--- config.mk ---
export PLATFORM = sky130hd
export DESIGN_NAME = store_buffer_lsu
export DESIGN_NICKNAME = d
export VERILOG_FILES = /design/src/rtl/lsu_pkg.sv /design/src/rtl/sb_fifo.sv /design/src/rtl/store_buffer_lsu.sv
export SDC_FILE = /design/constraint.sdc
export NUM_CORES = 1
export LEC_CHECK = 0
export ABC_CLOCK_PERIOD_IN_PS = 4000
export CAP_MARGIN = 20
export CORE_UTILIZATION = 64
export CTS_CLUSTER_DIAMETER = 40
export DETAILED_ROUTE_END_ITERATION = 10
export DONT_BUFFER_PORTS = 1
export HOLD_SLACK_MARGIN = 0.06
export PLACE_DENSITY = 0.81
export SLEW_MARGIN = 0
export SYNTH_ARGS = -nofsm -noshare
export SYNTH_HDL_FRONTEND = slang
export SYNTH_HIERARCHICAL = 1
export SYNTH_SLANG_ARGS = --single-unit
export TNS_END_PERCENT = 50
--- constraint.sdc ---
create_clock -name clk -period 4 [get_ports clk]
set_clock_uncertainty 0.15 [all_clocks]
set_input_delay 0.8 -clock clk [delete_from_list [all_inputs] [get_ports clk]]
set_output_delay 0.8 -clock clk [all_outputs]
set_load 0.05 [all_outputs]
--- src/rtl/lsu_pkg.sv ---
// Shared types and helpers for the store-buffered load/store unit.
package lsu_pkg;

  // Width of addresses and data carried inside the store buffer.
  // The top-level ADDRESS_LENGTH is expected to equal this value.
  localparam int LSU_XLEN = 32;

  typedef enum logic [1:0] {
    BYTE = 2'b00,
    HALF = 2'b01,
    WORD = 2'b10
  } mem_size_t;

  typedef struct packed {
    logic [LSU_XLEN-1:0] addr;
    mem_size_t           size;
    logic [LSU_XLEN-1:0] wdata;
  } sb_entry_t;

  // A half must sit on an even byte and a word on a 4-byte boundary.
  // The unused size encoding is always reported as misaligned.
  function automatic logic misaligned(input logic [1:0] addr_lo, input logic [1:0] size);
    logic mis;
    case (size)
      BYTE:    mis = 1'b0;
      HALF:    mis = addr_lo[0];
      WORD:    mis = |addr_lo;
      default: mis = 1'b1;
    endcase
    return mis;
  endfunction

endpackage

--- src/rtl/sb_fifo.sv ---
// Circular store-buffer FIFO. Every slot's occupancy flag and word address
// is exposed so the load path can detect read-after-write hazards.
module sb_fifo
  import lsu_pkg::*;
#(
  parameter int DEPTH = 4
) (
  input  logic                              clk,
  input  logic                              rst_n,
  input  logic                              push,
  input  sb_entry_t                         push_entry,
  input  logic                              pop,
  output sb_entry_t                         head_entry,
  output logic                              empty,
  output logic                              full,
  output logic [DEPTH-1:0]                  entry_valid,
  output logic [DEPTH-1:0][LSU_XLEN-3:0]    entry_word
);

  localparam int PTR_W = (DEPTH > 1) ? $clog2(DEPTH) : 1;

  logic [PTR_W-1:0] head_reg;
  logic [PTR_W-1:0] tail_reg;
  logic [PTR_W:0]   count_reg;
  logic [DEPTH-1:0] valid_reg;
  logic [DEPTH-1:0] valid_next;
  sb_entry_t        mem_reg [DEPTH];

  // Pointers wrap naturally because DEPTH is a power of two.
  always_ff @(posedge clk or negedge rst_n) begin
    if (!rst_n) begin
      head_reg  <= '0;
      tail_reg  <= '0;
      count_reg <= '0;
    end else begin
      if (push) tail_reg <= tail_reg + 1'b1;
      if (pop)  head_reg <= head_reg + 1'b1;
      case ({push, pop})
        2'b10:   count_reg <= count_reg + 1'b1;
        2'b01:   count_reg <= count_reg - 1'b1;
        default: count_reg <= count_reg;
      endcase
    end
  end

  // Occupancy: a slot becomes live on push and dies when it is popped.
  always_comb begin
    valid_next = valid_reg;
    if (push) valid_next[tail_reg] = 1'b1;
    if (pop)  valid_next[head_reg] = 1'b0;
  end

  // Occupancy flag register; cleared so a reset discards pending stores.
  always_ff @(posedge clk or negedge rst_n) begin
    if (!rst_n) valid_reg <= '0;
    else        valid_reg <= valid_next;
  end

  // Payload storage carries no reset; occupancy flags qualify it.
  always_ff @(posedge clk) begin
    if (push) mem_reg[tail_reg] <= push_entry;
  end

  for (genvar gi = 0; gi < DEPTH; gi++) begin : g_entry
    assign entry_word[gi] = mem_reg[gi].addr[LSU_XLEN-1:2];
  end

  assign entry_valid = valid_reg;
  assign head_entry  = mem_reg[head_reg];
  assign empty       = (count_reg == '0);
  assign full        = (count_reg == (PTR_W+1)'(DEPTH));

endmodule

--- src/rtl/store_buffer_lsu.sv ---
// Load/store front end: buffers stores ahead of the data RAM write port and
// serves loads from the RAM read port, stalling on same-word pending stores.
module store_buffer_lsu
  import lsu_pkg::*;
#(
  parameter int ADDRESS_LENGTH = 32,
  parameter int DEPTH          = 4
) (
  input  logic                      clk,
  input  logic                      rst_n,
  input  logic                      req_valid,
  input  logic                      req_store,
  input  logic [1:0]                req_size,
  input  logic                      req_unsigned,
  input  logic [ADDRESS_LENGTH-1:0] req_addr,
  input  logic [ADDRESS_LENGTH-1:0] req_wdata,
  output logic                      req_ready,
  output logic                      load_valid,
  output logic [ADDRESS_LENGTH-1:0] load_data,
  output logic                      misalign_err,
  input  logic                      wr_grant,
  output logic                      ram_sb,
  output logic                      ram_sh,
  output logic                      ram_sw,
  output logic [ADDRESS_LENGTH-1:0] ram_w_a,
  output logic [ADDRESS_LENGTH-1:0] ram_wd,
  output logic [ADDRESS_LENGTH-1:0] ram_r_a,
  input  logic [ADDRESS_LENGTH-1:0] ram_rd,
  output logic                      buf_empty
);

  sb_entry_t                        push_entry;
  sb_entry_t                        head_entry;
  logic                             fifo_empty;
  logic                             fifo_full;
  logic [DEPTH-1:0]                 entry_valid;
  logic [DEPTH-1:0][LSU_XLEN-3:0]   entry_word;
  logic [DEPTH-1:0]                 word_hit;
  logic                             load_hazard;
  logic                             is_mis;
  logic                             req_fire;
  logic                             load_fire;
  logic                             push;
  logic                             drain;
  logic [7:0]                       byte_sel;
  logic [15:0]                      half_sel;
  logic [ADDRESS_LENGTH-1:0]        load_ext;
  logic                             load_valid_reg;
  logic                             misalign_err_reg;
  logic [ADDRESS_LENGTH-1:0]        load_data_reg;

  assign is_mis = misaligned(req_addr[1:0], req_size);

  // A pending store to the same 32-bit word blocks a load, including the
  // entry that is draining this very cycle (no same-cycle bypass).
  for (genvar gi = 0; gi < DEPTH; gi++) begin : g_hazard
    assign word_hit[gi] = entry_valid[gi] &&
                          (entry_word[gi] == req_addr[ADDRESS_LENGTH-1:2]);
  end
  assign load_hazard = |word_hit;

  assign req_ready = req_store ? !fifo_full : !load_hazard;
  assign req_fire  = req_valid && req_ready;
  assign load_fire = req_fire && !req_store;
  assign push      = req_fire && req_store && !is_mis;
  assign drain     = rst_n && !fifo_empty && wr_grant;

  // Pack the incoming store; only aligned stores are ever pushed.
  always_comb begin
    push_entry       = '0;
    push_entry.addr  = req_addr;
    push_entry.size  = mem_size_t'(req_size);
    push_entry.wdata = req_wdata;
  end

  sb_fifo #(
    .DEPTH (DEPTH)
  ) u_sb_fifo (
    .clk         (clk),
    .rst_n       (rst_n),
    .push        (push),
    .push_entry  (push_entry),
    .pop         (drain),
    .head_entry  (head_entry),
    .empty       (fifo_empty),
    .full        (fifo_full),
    .entry_valid (entry_valid),
    .entry_word  (entry_word)
  );

  // Write strobe decode for the head entry; silent unless draining.
  always_comb begin
    ram_sb = 1'b0;
    ram_sh = 1'b0;
    ram_sw = 1'b0;
    if (drain) begin
      case (head_entry.size)
        BYTE:    ram_sb = 1'b1;
        HALF:    ram_sh = 1'b1;
        default: ram_sw = 1'b1;
      endcase
    end
  end

  assign ram_w_a   = head_entry.addr;
  assign ram_wd    = head_entry.wdata;
  assign ram_r_a   = req_addr;
  assign buf_empty = fifo_empty;

  // Lane select and sign/zero extension of the word returned by the RAM.
  always_comb begin
    case (req_addr[1:0])
      2'b00:   byte_sel = ram_rd[7:0];
      2'b01:   byte_sel = ram_rd[15:8];
      2'b10:   byte_sel = ram_rd[23:16];
      default: byte_sel = ram_rd[31:24];
    endcase
    half_sel = req_addr[1] ? ram_rd[31:16] : ram_rd[15:0];
    case (req_size)
      BYTE:    load_ext = {{(ADDRESS_LENGTH-8){~req_unsigned & byte_sel[7]}}, byte_sel};
      HALF:    load_ext = {{(ADDRESS_LENGTH-16){~req_unsigned & half_sel[15]}}, half_sel};
      default: load_ext = ram_rd;
    endcase
    if (is_mis) load_ext = '0;
  end

  // Load response register: one-cycle pulse per accepted load, with the
  // misalignment flag raised in the same slot for loads and stores alike.
  always_ff @(posedge clk or negedge rst_n) begin
    if (!rst_n) begin
      load_valid_reg   <= 1'b0;
      misalign_err_reg <= 1'b0;
      load_data_reg    <= '0;
    end else begin
      load_valid_reg   <= load_fire;
      misalign_err_reg <= req_fire && is_mis;
      if (load_fire) load_data_reg <= load_ext;
    end
  end

  assign load_valid   = load_valid_reg;
  assign misalign_err = misalign_err_reg;
  assign load_data    = load_data_reg;

endmodule

=== Word level (Yosys, flattened, before mapping) ===
Memory sizes are Yosys's and may differ from the RTL's.
Cells that the tools add are included.

* Add/sub/neg operators: 4
* Multiply operators: 0
* Div/mod/pow operators: 0
* Magnitude comparators: 4
* Eq/ne operators: 12
* Shift-type cells: 0
* Muxes and demuxes: 21
* Bitwise operators: 6
* Reductions and logical operators: 26

{| class="wikitable"
|+ Operators by type and width
! operator !! number
|-
| 30-bit equality test || 4
|-
| 32-bit case mux with 2 select lines || 1
|-
| 32-bit 2-to-1 mux || 1
|-
| 8-bit case mux with 3 select lines || 1
|-
| 16-bit 2-to-1 mux || 1
|-
| 1-bit logical AND || 13
|-
| 1-bit 2-to-1 mux || 11
|-
| 2-bit by 1-bit equality test with 1-bit output, second input constant || 4
|-
| 4-bit 2-to-1 mux || 2
|-
| 2-bit equality test, second input constant || 3
|-
| 2-bit zero test || 3
|-
| 2-bit by 3-bit less-than comparator with 1-bit output, second input constant || 2
|-
| 3-bit case mux with 2 select lines || 1
|-
| 1-bit zero test || 5
|-
| 2-bit by 1-bit adder with 2-bit output, second input constant || 2
|-
| 4-bit bitwise AND || 1
|-
| 1-bit demux with 2-bit select || 2
|-
| 2-bit by 1-bit >= comparator with 1-bit output, second input constant || 2
|-
| 4-bit inverter || 1
|-
| 4-bit bitwise OR || 1
|-
| 2-bit OR reduction || 2
|-
| 4-bit OR reduction || 1
|-
| 3-bit by 1-bit adder with 3-bit output, second input constant || 1
|-
| 3-bit equality test, second input constant || 1
|-
| other kinds (6) || 7
|}

* Flip-flop bits (word level): 45
* Latch bits: 0
* RAM bits: 264
* Bits in read-only memories: 0
* Input port bits: 104
* Output and inout port bits: 135
* Word-level logic and storage cells: 81
* Memories: 1

{| class="wikitable"
|+ Memory list
! memory !! words !! width !! read ports !! clocked after Yosys merged registers in !! wr ports !! RTL line !! source
|-
| u_sb_fifo.mem_reg || 4 || 66 || 5 || 0 || 1 || sb_fifo.sv:27 || <nowiki>sb_entry_t mem_reg [DEPTH];</nowiki>
|}

=== Logic depth before layout (Yosys ltp) ===
Gate-level depths: netlist (run 1).

* Word-level depth: 11
* Mapped depth: 12

=== Cells and area by module ===
The synthesis (run 1) kept the hierarchy.

{| class="wikitable"
|+ By module, submodules not included
! module !! times used !! cells an instance !! area an instance (um^2) !! sequential area each (um^2)
|-
| sb_fifo || 1 || 516 || 11,035.6 || 8,202.9
|-
| store_buffer_lsu || 1 || 423 || 3,857.4 || 850.8
|}

=== Worst setup path after synthesis (run 1) ===
No wires, ideal clock.

* Path kind: input to register
* From: input port req_size[0]
* To: memory u_sb_fifo/mem_reg[0][0] (netlist bit) (enable)
* Library setup time: 0.432 ns
* Arrival time: 3.725 ns
* Data required time: 3.418 ns
* Slack: -0.307 ns
* Stages on the path: 6
* Cell sequence: clkbuf_1 -> nor3_1 -> nor2_1 -> clkbuf_1 -> nor3b_1 -> and2_1

* Longest elaborated chain between the ends: 6
* Elaborated cells between the ends (all ways): 8

{| class="wikitable"
|+ RTL lines
! what !! RTL line !! source
|-
| start: declaration || store_buffer_lsu.sv:13 || <nowiki>input logic [1:0] req_size,</nowiki>
|-
| 2-bit equality test (tied with other cells) || lsu_pkg.sv:24 || <nowiki>case (size)</nowiki>
|-
| 1-bit case mux with 3 select lines * || lsu_pkg.sv:24 ||
|-
| 1-bit zero test * || store_buffer_lsu.sv:65 || <nowiki>assign push = req_fire && req_store && !is_mis;</nowiki>
|-
| 1-bit logical AND * || store_buffer_lsu.sv:65 ||
|-
| via push || store_buffer_lsu.sv:43 || <nowiki>logic push;</nowiki>
|-
| 1-bit 2-to-1 mux * || sb_fifo.sv:61 || <nowiki>if (push) mem_reg[tail_reg] <= push_entry;</nowiki>
|-
| 1-bit 2-to-1 mux (implied by the code) * || sb_fifo.sv:61 ||
|-
| end: declaration || sb_fifo.sv:27 ||
|}

The timed path passes the listed nets; every way through them passes the cells marked *.

==> results of run 1 <==
## final cells by class
cell class                 count  area [sq um]
sequential                   309          9060
fill                        1482          7320
multi-input combinational    392          4250
clock buffer                  46          1050
tap                          285           357
clock inverter                24           258
timing repair buffer          18           258
inverter                      42           158
## cells in the mapped netlist, types with 2 or more instances
cell,n
buf_2,10
edfxtp_1,264
a2bb2oi_1,4
xor2_1,26
nor2_1,4
mux2_2,3
nand2_1,20
o21ai_0,16
nand3_1,3
nor3b_1,2
buf_6,2
xnor2_1,99
inv_1,42
buf_4,156
nand4_1,25
dfrtp_1,45
a221oi_1,8
buf_1,5
clkbuf_2,8
clkbuf_1,9
mux2_4,30
o32a_1,7
ha_1,9
nor4_1,11
nand2b_1,9
a21oi_1,19
nor3_1,4
mux4_2,66
and2_1,5
buf_12,6
mux2i_1,9
## logic make-up (layout without fill, tap and decap cells)
logic type | after synthesis | count (layout)
xor+xnor | 125 | 125
buf+inv | 238 | 130
compound gates | 61 | 61
simple gates | 88 | 88
mux | 108 | 108
fa+ha+maj | 10 | 10
flops | 309 | 309
## how the worst min path moves through the flow
stage / from / endpoint / cells after the start
global placement: u_sb_fifo/count_reg[2] / u_sb_fifo/count_reg[2] / 1
CTS: req_wdata[28] / u_sb_fifo/mem_reg[3][28] / 0
finish: req_size[1] / u_sb_fifo/mem_reg[3][33] / 0
detailed placement: rst_n / load_data[5] / 0
global route: req_wdata[26] / u_sb_fifo/mem_reg[2][26] / 0
floorplan: u_sb_fifo/count_reg[2] / u_sb_fifo/count_reg[2] / 1
## routing by layer
metal  vias up  GRT usage, %  wire length [microns]  share of wire [%]
li1       3042             -                      -                  -
met5         -             0                      0                  0
met4         0          7.31                    671                2.2
met1      3659          34.1                  11800                 39
met3        67          8.15                   2820                9.3
met2       340          42.3                  15200                 50
## power groups by stage
stage | combinational (mW) | clock [mW] | sequential [mW]
floorplan | 2.96 | 0 | 4.06
global placement | 2.96 | 0 | 4.23
detailed placement | 3.01 | 0 | 4.24
CTS | 3.03 | 3.55 | 4.18
global route | 3.12 | 3.66 | 4.21
finish | 3.01 | 3.51 | 4.17
## metrics by stage
step | setup TNS, ps | util, %
after floorplan | -19930 | -
after global placement | 0 | 61.8
after detailed placement | 0 | 61.8
after CTS | 0 | 67.8
after global routing | 0 | 67.8
final | 0 | 67.8
## worst max-delay path, delay by kind of cell, from the launching register on
family / cells / cell delay [ps]
xor+xnor: 1 / 340
flops: 1 / 420
simple gates: 5 / 1420
==> impl_metrics.tcl, run 1 <==
set metrics [dict create \
    status "finished, final reports clean" \
    arrival_ps 2720 \
    finalHoldViolCount 0 \
    peakVddDrop_mv 0.468 \
    synth_top_family_by_area "multiplexers" \
    crit_type "reg2out" \
    synth_edf_count 264 \
    nets 916 \
    clk_pin_slew_ps 60 \
    dp_cells 1044 \
    netlist_top_cells_area "edfxtp_1, mux4_2, buf_4" \
    area_delta_synth_final_pct 3.33 \
    antenna_cells 0 \
    synth_seq_cells 309 \
    max_freq_mhz 272 \
    critPathMostFrequentCell "nand4_1" \
    wl_per_cell_microns 27.3 \
    crit_path_max_fanout 2 \
    instances_no_fill 1116 \
    dpl-instance-area_sq_mm 0.0140 \
    synth_xor_area_share_pct 7.35 \
    cp_cell_sequence "xnor2_1 > nand4_1 > nor4_1 > nand4_1 > nand3_1 > nand2_1" \
    internal_power_mw 6.79 \
    worst_setup_path_end_kind "primary output" \
    finalWirelength_microns 30500 \
    synth.distinct_cells 44 \
    layout_common_cells "edfxtp_1, xnor2_1, mux4_2" \
    setup_viol 0 \
    grt_usage_pct 26.0 \
    hold_path_class "in2reg" \
    switching_share_pct 36.5 \
    worst_pin_slew_ps 898 \
    io_buffer_count 0 \
    grt_pass1_vias 7545 \
    dpl.hpwl_microns 19500 \
    period_needed_ps 3670 \
    final_common_cell "edfxtp_1" \
    r2r_slack_ps 1040 \
    leakagePower_nw 5.31 \
    synth_ff_type "edfxtp_1" \
    syn-cell-area_sq_mm 0.0149 \
    synth_mux_area_share_pct 13.8 \
    p_sw_mw 3.90 \
    timing.rr.start "u_sb_fifo/mem_reg[3][41]" \
    design_area_sq_mm 0.0154 \
    ctsResizeCount 0 \
    io_pins 239 \
    clock-root-buffer "clkbuf_16" \
    rsz0062_at_grt "no" \
    timing.rr.end "load_data[18]" \
    post_cts_buffers 0 \
    rows 55 \
    clkPwrFrac_pct 32.8 \
    first_pass_iters 5 \
    grt_first_pass_wirelength_microns 46000 \
    max_stage_delay_ps 420 \
    cts_tree "yes" \
    gp_congestion 0.877 \
    crit_start "u_sb_fifo/mem_reg[0][57]" \
    crit_end "req_ready" \
    place_ws_ps 546 \
    clock_path_buffers 3 \
    synth_top_area_share_pct 53.2 \
    grt.overflow.total 0 \
    route.vias.total 7108 \
    post-route-period-util_pct 91.9 \
    drtIter0Drc 664 \
    async_flop_share_pct 14.6 \
    postCtsHoldBufs 2 \
    yosysSeqAreaShare_pct 60.8 \
    maxSlewViolCount 0 \
    drive_gt1_share_pct 23.7 \
    die_y_microns 155 \
    syn_inst 939 \
    ant_nets 0 \
    combPwrFrac_pct 28.2 \
    grt_max_degree 48 \
    coreArea_sq_mm 0.0227 \
    die_w_microns 155 \
    finalWorstSetupSlack_ps 325 \
    antenna_found_initial 0 \
    worstSkewPairLatency_ps 530 \
    synth_compound_area_share_pct 2.88 \
    synthSimpleGateAreaFrac_pct 3.41 \
    power_mw 10.7 \
    hold_slack_ps 213 \
    die_area_sq_mm 0.0239 \
    largest_reg_flops 264 \
    routed_via_density 6.37 \
    cts_made_buffers 39 \
    initial_core_util_pct 65.6 \
    slew-limit-headroom_pct 39.9 \
    clock-sinks 309 \
    yosys.area.top_type "edfxtp_1" \
    synth_fa_ha_area_share_pct 0.891 \
    pwr_density_cell_mw_per_mm2 695 \
    slowest_stage "edfxtp_1" \
    drv_cap 0 \
    htree_levels 2 \
    synth_fp_nets 1053 \
    start_kind "register" \
    remaining_drc_errors 0 \
    pwr-share-seq_pct 39.0 \
    required_ps 3050 \
    avgSynthCellArea_sq_um 15.9 \
    yosys_warnings 6 \
    r2r_cells 6 \
]
(Power assumes the default switching activity.)
==> run 2, diff against run 1 <==
ABC_CLOCK_PERIOD_IN_PS = 4200   (was 4000)
clock period = 4.2 ns   (was 4 ns; I/O delays follow)
==> run 2 against run 1 <==
- clock power shrank 3%
- combinational power shrank 4%
- count of clock-buffer cells in the layout grew 4
- die area is the same
- via count grew 1.7%
- sequential power shrank 4.8%
- sequential share of layout area is essentially flat
- critical path type unchanged
- critical endpoint unchanged
==> impl_metrics.tcl, run 2 (synthesis gave the netlist of run 1 again) <==
set metrics [dict create \
    status "finished, final reports clean" \
    grt_pass1_vias 7518 \
    pwr_density_cell_mw_per_mm2 667 \
    layout_common_cells "edfxtp_1, xnor2_1, mux4_2" \
    slew-limit-headroom_pct 41.0 \
    seq_area_sq_mm 0.00906 \
    crit_end "req_ready" \
    dpl.hpwl_microns 19900 \
    routed_via_density 6.47 \
    finalWirelength_microns 30900 \
    timing.rr.end "u_sb_fifo/mem_reg[1][16]" \
    area_delta_synth_final_pct 3.26 \
    gp_congestion 0.884 \
    arrival_ps 2630 \
    r2r_slack_ps 1180 \
    die_y_microns 155 \
    htree_levels 2 \
    antenna_cells 0 \
    instances_no_fill 1117 \
    finalHoldViolCount 0 \
    grt_usage_pct 26.3 \
    worst_pin_slew_ps 886 \
    finalWorstSetupSlack_ps 584 \
    crit_path_max_fanout 2 \
    die_area_sq_mm 0.0239 \
    timing.rr.start "u_sb_fifo/count_reg[0]" \
    maxSlewViolCount 0 \
    post_cts_buffers 0 \
    multi_input_area_sq_mm 0.00425 \
    cts_tree "yes" \
    required_ps 3210 \
    ant_nets 0 \
    power_mw 10.3 \
    remaining_drc_errors 0 \
    worstSkewPairLatency_ps 510 \
    crit_start "u_sb_fifo/mem_reg[0][39]" \
    r2r_cells 6 \
    grt_max_degree 46 \
    hold_path_class "in2reg" \
    setup_viol 0 \
    clock-root-buffer "clkbuf_16" \
    crit_type "reg2out" \
    design_area_sq_mm 0.0154 \
    dpl-instance-area_sq_mm 0.0140 \
    place_ws_ps 701 \
    peakVddDrop_mv 0.464 \
    drv_cap 0 \
    wl_per_cell_microns 27.6 \
    grt_first_pass_wirelength_microns 46100 \
    period_needed_ps 3620 \
    final_common_cell "edfxtp_1" \
    io_buffer_count 0 \
    dp_cells 1044 \
    worst_setup_path_end_kind "primary output" \
    grt.overflow.total 0 \
    max_freq_mhz 277 \
    drive_gt1_share_pct 23.8 \
    rows 55 \
    fillers 1428 \
    largest_reg_flops 264 \
    first_pass_iters 5 \
    die_w_microns 155 \
    cts_made_buffers 40 \
    post-route-period-util_pct 86.1 \
    clk_pin_slew_ps 70 \
    io_pins 239 \
    nets 917 \
    rsz0062_at_grt "no" \
    initial_core_util_pct 65.6 \
    clock-sinks 309 \
    antenna_found_initial 0 \
    coreArea_sq_mm 0.0227 \
    start_kind "register" \
    leakagePower_nw 5.33 \
    route.vias.total 7231 \
    drtIter0Drc 578 \
    clock_path_buffers 3 \
]
run 2: cell types whose count changed in the layout (fill, tap and decap cells not counted), sizes merged:
cell,before,now
clkinvlp,6,4
clkbuf,46,50
bufinv,3,4
inv,48,47
clkinv,9,8
run 2: area by class of cell:
class | instances | share of cell area, %
tap | 285 | 2.32
clock inverter | 21 | 1.64
multi-input combinational | 392 | 27.6
clock buffer | 50 | 7.15
sequential | 309 | 58.9
inverter | 42 | 1.03
timing repair buffer | 18 | 1.35
run 2: stage by stage:
| stage | util, % | setup TNS (ps) | hold slack, ps |
|---|---|---|---|
| global route | 67.7 | 0 | 252 |
| finish | 67.7 | 0 | 263 |
| floorplan | - | -18900 | 307 |
| detailed placement | 61.6 | 0 | 370 |
| global placement | 61.6 | 0 | 340 |
| CTS | 67.7 | 0 | 254 |
run 2: where the power goes:
group          switching (mW)  internal, mW  total (mW)
Clock                    1.28          2.12        3.41
Sequential              0.392          3.57        3.97
Combinational            2.01         0.882        2.89
Total                    3.68          6.58        10.3
run 2: worst min path at each step:
stage	from	end	slack, ps	cells past startpoint
after floorplan	u_sb_fifo/count_reg[2]	u_sb_fifo/count_reg[2]	310	1
after global placement	u_sb_fifo/count_reg[2]	u_sb_fifo/count_reg[2]	340	1
after detailed placement	u_sb_fifo/count_reg[2]	u_sb_fifo/count_reg[2]	370	1
after CTS	req_wdata[25]	u_sb_fifo/mem_reg[0][25]	250	0
after global routing	req_wdata[30]	u_sb_fifo/mem_reg[0][30]	250	0
final	req_wdata[26]	u_sb_fifo/mem_reg[2][26]	260	0
run 2: metal layers:
layer / GRT usage, % / wire (microns)
met1: 32.6 / 11100
met2: 44.6 / 15900
met3: 7.87 / 3010
met4: 8.16 / 816
met5: 0 / 0
run 2: critical path, stage by stage (launching register included):
cell      delay (ps)
edfxtp_1         400
xnor2_1          310
nand4_1          140
nor4_1           430
nand4_1          250
nand3_1          240
nand2_1          350
run 2: repair_timing:
action	CTS	global route
hold endpoints to repair	45	0
hold buffers	2	0
resized for setup	0	0
==> run 3, diff against run 2 <==
CORE_UTILIZATION = 53   (was 64)
PLACE_DENSITY = 0.69   (was 0.81)
==> run 3 against run 2 <==
- count of clock-buffer cells in the layout down 4
- critical path depth unchanged
- clock power up 2%
- register-to-register slack better by 160 ps
- core utilization down 11 points
- sequential share of layout area down 0.61 points
- wire length down 2.0%
- final cell count up 7.9%
- critical path type unchanged
- critical endpoint unchanged
==> impl_metrics.tcl, run 3 (synthesis gave the netlist of run 1 again) <==
set metrics [dict create \
    timing.rr.end "load_data[19]" \
    final_common_cell "edfxtp_1" \
    finalWorstSetupSlack_ps 573 \
    max_freq_mhz 276 \
    io_pins 239 \
    grt_pass1_vias 7259 \
    clock-root-buffer "clkbuf_16" \
    holdPathStages 0 \
    clock_path_buffers 3 \
    post_cts_buffers 0 \
    wl_per_cell_microns 25.1 \
    route.vias.total 6976 \
    start_kind "register" \
    maxSlewViolCount 0 \
    dpl.hpwl_microns 20000 \
    post-route-period-util_pct 86.3 \
    grt_max_degree 47 \
    cts_tree "yes" \
    finalWirelength_microns 30300 \
    crit_path_max_fanout 2 \
    peakVddDrop_mv 0.416 \
    io_buffer_count 0 \
    r2r_slack_ps 1340 \
    gp_congestion 0.841 \
    hold_slack_ps 260 \
    fin_tns_setup_ps 0 \
    die_area_sq_mm 0.0288 \
    area_delta_synth_final_pct 4.34 \
    period_needed_ps 3630 \
    place_ws_ps 723 \
    worstSkewPairLatency_ps 520 \
    slew-limit-headroom_pct 39.8 \
    rows 60 \
    dp_cells 1131 \
    required_ps 3210 \
    power_mw 10.3 \
    dpl-instance-area_sq_mm 0.0141 \
    clk_pin_slew_ps 60 \
    cts_made_buffers 39 \
    design_area_sq_mm 0.0155 \
    min_from "req_wdata[30]" \
    die_w_microns 170 \
    ant_nets 0 \
    clock-sinks 309 \
    grt_first_pass_wirelength_microns 45100 \
    hold_end "u_sb_fifo/mem_reg[1][30]" \
    antenna_found_initial 0 \
    htree_levels 2 \
    final_util_pct 57.0 \
    status "finished, final reports clean" \
    routed_via_density 5.79 \
    antenna_cells 0 \
    crit_type "reg2out" \
    rsz0062_at_grt "no" \
    finalHoldViolCount 0 \
    largest_reg_flops 264 \
    pwr_density_cell_mw_per_mm2 666 \
    worst_setup_path_end_kind "primary output" \
    grt_usage_pct 21.2 \
    remaining_drc_errors 0 \
    timing.rr.start "u_sb_fifo/mem_reg[0][57]" \
    drv_cap 0 \
    layout_common_cells "edfxtp_1, xnor2_1, mux4_2" \
    hold_path_class "in2reg" \
    r2r_cells 6 \
    leakagePower_nw 5.35 \
    initial_core_util_pct 54.7 \
    nets 916 \
    die_y_microns 170 \
    coreArea_sq_mm 0.0273 \
    fillers 2046 \
    drtIter0Drc 508 \
    first_pass_iters 5 \
    worst_pin_slew_ps 903 \
    drive_gt1_share_pct 24.0 \
    arrival_ps 2640 \
    instances_no_fill 1205 \
    setup_viol 0 \
    grt.overflow.total 0 \
]
==> run 3: how the worst max path moves through the flow <==
stage / end / from / slack, ps / depth (start not counted)
2_1_floorplan: u_sb_fifo/mem_reg[3][0] / req_size[0] / -150 / 6
3_3_place_gp: req_ready / req_addr[23] / 700 / 6
3_5_place_dp: req_ready / req_addr[23] / 720 / 6
4_1_cts: req_ready / u_sb_fifo/mem_reg[0][57] / 560 / 6
5_1_grt: req_ready / u_sb_fifo/mem_reg[0][57] / 510 / 6
6_report: req_ready / u_sb_fifo/mem_reg[0][57] / 570 / 6
==> run 3: critical path, stage by stage (launching register included) <==
cell      delay [ps]
edfxtp_1         400
xnor2_1          310
nand4_1          130
nor4_1           420
nand4_1          270
nand3_1          220
nand2_1          360
==> run 3: power breakdown <==
part / switching, mW / total (mW) / internal (mW)
logic: 2.00 / 2.88 / 0.881
registers: 0.399 / 3.97 / 3.57
clock network: 1.32 / 3.49 / 2.17
==> run 3: routing by layer <==
layer	track usage, %	wire length (microns)	vias up
li1	-	-	3064
met1	27.4	12200	3589
met2	34.7	15000	279
met3	7.09	2530	44
met4	4.78	469	0
met5	0	0	-
==> run 3: layout make-up <==
cell class	instances	area [sq um]	area share (%)
clock buffer	46	1030	6.64
clock inverter	26	358	2.30
inverter	42	158	1.01
multi-input combinational	392	4250	27.3
sequential	309	9060	58.3
tap	372	465	3.00
timing repair buffer	18	220	1.42
==> run 3: timing repair <==
item / 4_1_cts / 5_1_grt
hold endpoints to repair: 45 / 0
resized for setup: 0 / 0
hold buffers: 2 / 0
==> edit, RTL diff (flow settings as in run 2) <==
Register the output `misalign_err` once more, with the module's reset; this adds one clock of latency there. The other outputs are not delayed to match.
--- a/src/rtl/store_buffer_lsu.sv
+++ b/src/rtl/store_buffer_lsu.sv
@@ -139,7 +139,13 @@
   end
 
   assign load_valid   = load_valid_reg;
-  assign misalign_err = misalign_err_reg;
+  always_ff @(posedge clk or negedge rst_n) begin
+    if (!rst_n) begin
+      misalign_err <= '0;
+    end else begin
+      misalign_err <= misalign_err_reg;
+    end
+  end
   assign load_data    = load_data_reg;
 
 endmodule
Behaviour: not the same (a bounded check fails within 4 cycles, from zero or initial values and one cycle with rst_n low).
==> edit against run 2 <==
Cell area up 0.36%. Worst setup slack better by 0.0069 ns. Clock power up 2%. Sequential share of layout area about the same. Synthesized area up 0.17%. Power up 0.68%. Via count down 1.6%. Wire length down 0.40%. Sequential cell count up 1. First-iteration DRC count up 6.4%. Hold slack worse by 0.045 ns. Fmax up 0.19%. Largest cell class unchanged. Highest routed layer unchanged.
==> edit: results (changes against run 2) <==
| Metric | Value |
|---|---|
| Outcome | completed |
| Net count reported at finish | 918 (+0.11%) |
| Reg2reg start | u_sb_fifo/count_reg[0] |
| Final Wtd Congestion | 0.858 (-2.9%) |
| Synth top cells by count | edfxtp_1 (264), buf_4 (156), xnor2_1 (99) |
| FF-to-FF End | u_sb_fifo/mem_reg[2][2] |
| Slowest CP cell | edfxtp_1 |
| Compound-Gate Fraction of Synth Area | 2.88% (-0.0048 points) |
| DRT iter0 DRCs | 615 (+6.4%) |
| First-pass GRT wire length | 45800 µm (-0.69%) |
| Hold Crit Class | reg2reg |
| GRT Util Overall | 26.2% (-0.11 points) |
| Lkg Pwr | 5.34 nW (+0.17%) |
| Via density per instance | 6.19 (-4.4%) |
| Vias in the first global route | 7431 (-1.2%) |
| Mux contribution to synthesized area | 13.8% (-0.023 points) |
| Pin count of the biggest net entering global routing | 47 (+2.2%) |
| Buffers on Ports | 0 (unchanged) |
| VDD IR-drop max | 0.453 mV (-2.4%) |
| EDFF count, synth | 264 (unchanged) |
| CP arrival | 2.62 ns (about the same) |
| FILL cells | 1445 (+1.2%) |
| DR WL/cell | 26.7 µm (-3.3%) |
| Most area-consuming cells after synthesis | edfxtp_1 (53%), mux4_2 (10%), buf_4 (7.9%), dfrtp_1 (7.7%), xnor2_1 (5.8%) |
| Diode count | 0 (unchanged) |
| Worst Hold Path EP | misalign_err |
| DP HPWL | 19500 µm (-2.2%) |
| Sequential area share after synthesis | 60.9% (+0.066 points) |
| Total CTS buffers | 41 (+2.5%) |
| Hold_sp | misalign_err_reg |
| Async set-reset flop share out of synthesis | 14.8% (+0.28 points) |
| Fraction of layout cells with a size suffix above 1 | 23.8% (about the same) |
| XOR/XNOR Fraction of Synth Area | 7.34% (-0.012 points) |
| Post-Synth Adder-Cell Area | 0.889% (-0.0015 points) |
| CP max stage delay | 0.41 ns (-0.02 ns) |
| Flop2flop setup slack | 1.23 ns (+0.05 ns) |
| Post-synth net total | 1054 (+0.095%) |
| Drt pass-1 iters | 8 (+3) |
| Synth Warn # | 6 (unchanged) |
| Crit Path Max Fanout | 2 (unchanged) |
| Worst-Margin Slew | 0.863 ns (-0.0228 ns) |
[edit: cell type report]
cell class                      count  area share (%)
Inverter                           42            1.02
Clock inverter                     29            1.99
Clock buffer                       47            7.07
Sequential cell                   310            58.9
Tap cell                          313            2.54
Multi-Input combinational cell    392            27.5
Timing Repair Buffer               17            1.05
[edit: where the power goes]
| group | switching [mW] | leakage [nW] | internal, mW | total (mW) |
|---|---|---|---|---|
| clock network | 1.33 | 0.665 | 2.15 | 3.48 |
| logic | 1.99 | 1.70 | 0.863 | 2.85 |
| registers | 0.410 | 2.97 | 3.58 | 3.99 |
| total | 3.74 | 5.34 | 6.60 | 10.3 |
[edit: metrics by stage]
step	setup WS [ns]	area, µm²	hold WS (ns)	std cells
floorplan	-0.146	14900	0.181	940
global placement	0.679	14000	0.195	1072
detailed placement	0.651	14000	0.215	1072
CTS	0.595	15400	0.223	1150
global route	0.513	15400	0.218	1150
finish	0.591	15400	0.219	1150
[edit: worst max-delay path by stage]
stage                                        start                       to  slack [ns]  depth (start not counted)
after CTS                 u_sb_fifo/mem_reg[0][57]                req_ready        0.60                          6
after global routing      u_sb_fifo/mem_reg[0][57]                req_ready        0.51                          6
final                     u_sb_fifo/mem_reg[0][57]                req_ready        0.59                          6
after global placement                req_addr[23]                req_ready        0.68                          6
after detailed placement               req_size[0]  u_sb_fifo/mem_reg[3][3]        0.65                          5
after floorplan                        req_size[0]  u_sb_fifo/mem_reg[3][0]       -0.15                          6
[edit: cell families after synthesis]
kind of cell,after synthesis
flops,310
buf+inv,238
xor+xnor,125
mux,108
simple gates,88
compound gates,61
fa+ha+maj,10
[edit: routing by layer]
| metal | vias to the layer above | share of wire, % | global-route usage, % |
|---|---|---|---|
| li1 | 3061 | - | - |
| met1 | 3600 | 37 | 33.6 |
| met2 | 389 | 50 | 42.4 |
| met3 | 68 | 9.7 | 8.24 |
| met4 | 0 | 3.1 | 9.34 |
| met5 | - | 0 | 0 |
[edit: worst max-delay path: cells and delay by family (launching register included)]
family / cells / cell delay [ns]
simple gates: 5 / 1.40
xor+xnor: 1 / 0.30
flops: 1 / 0.41
[edit: timing repair]
action / 4_1_cts / 5_1_grt
hold buffers: 2 / 0
endpoints found under the setup margin: 0 / 0
endpoints found under the hold margin: 46 / 0
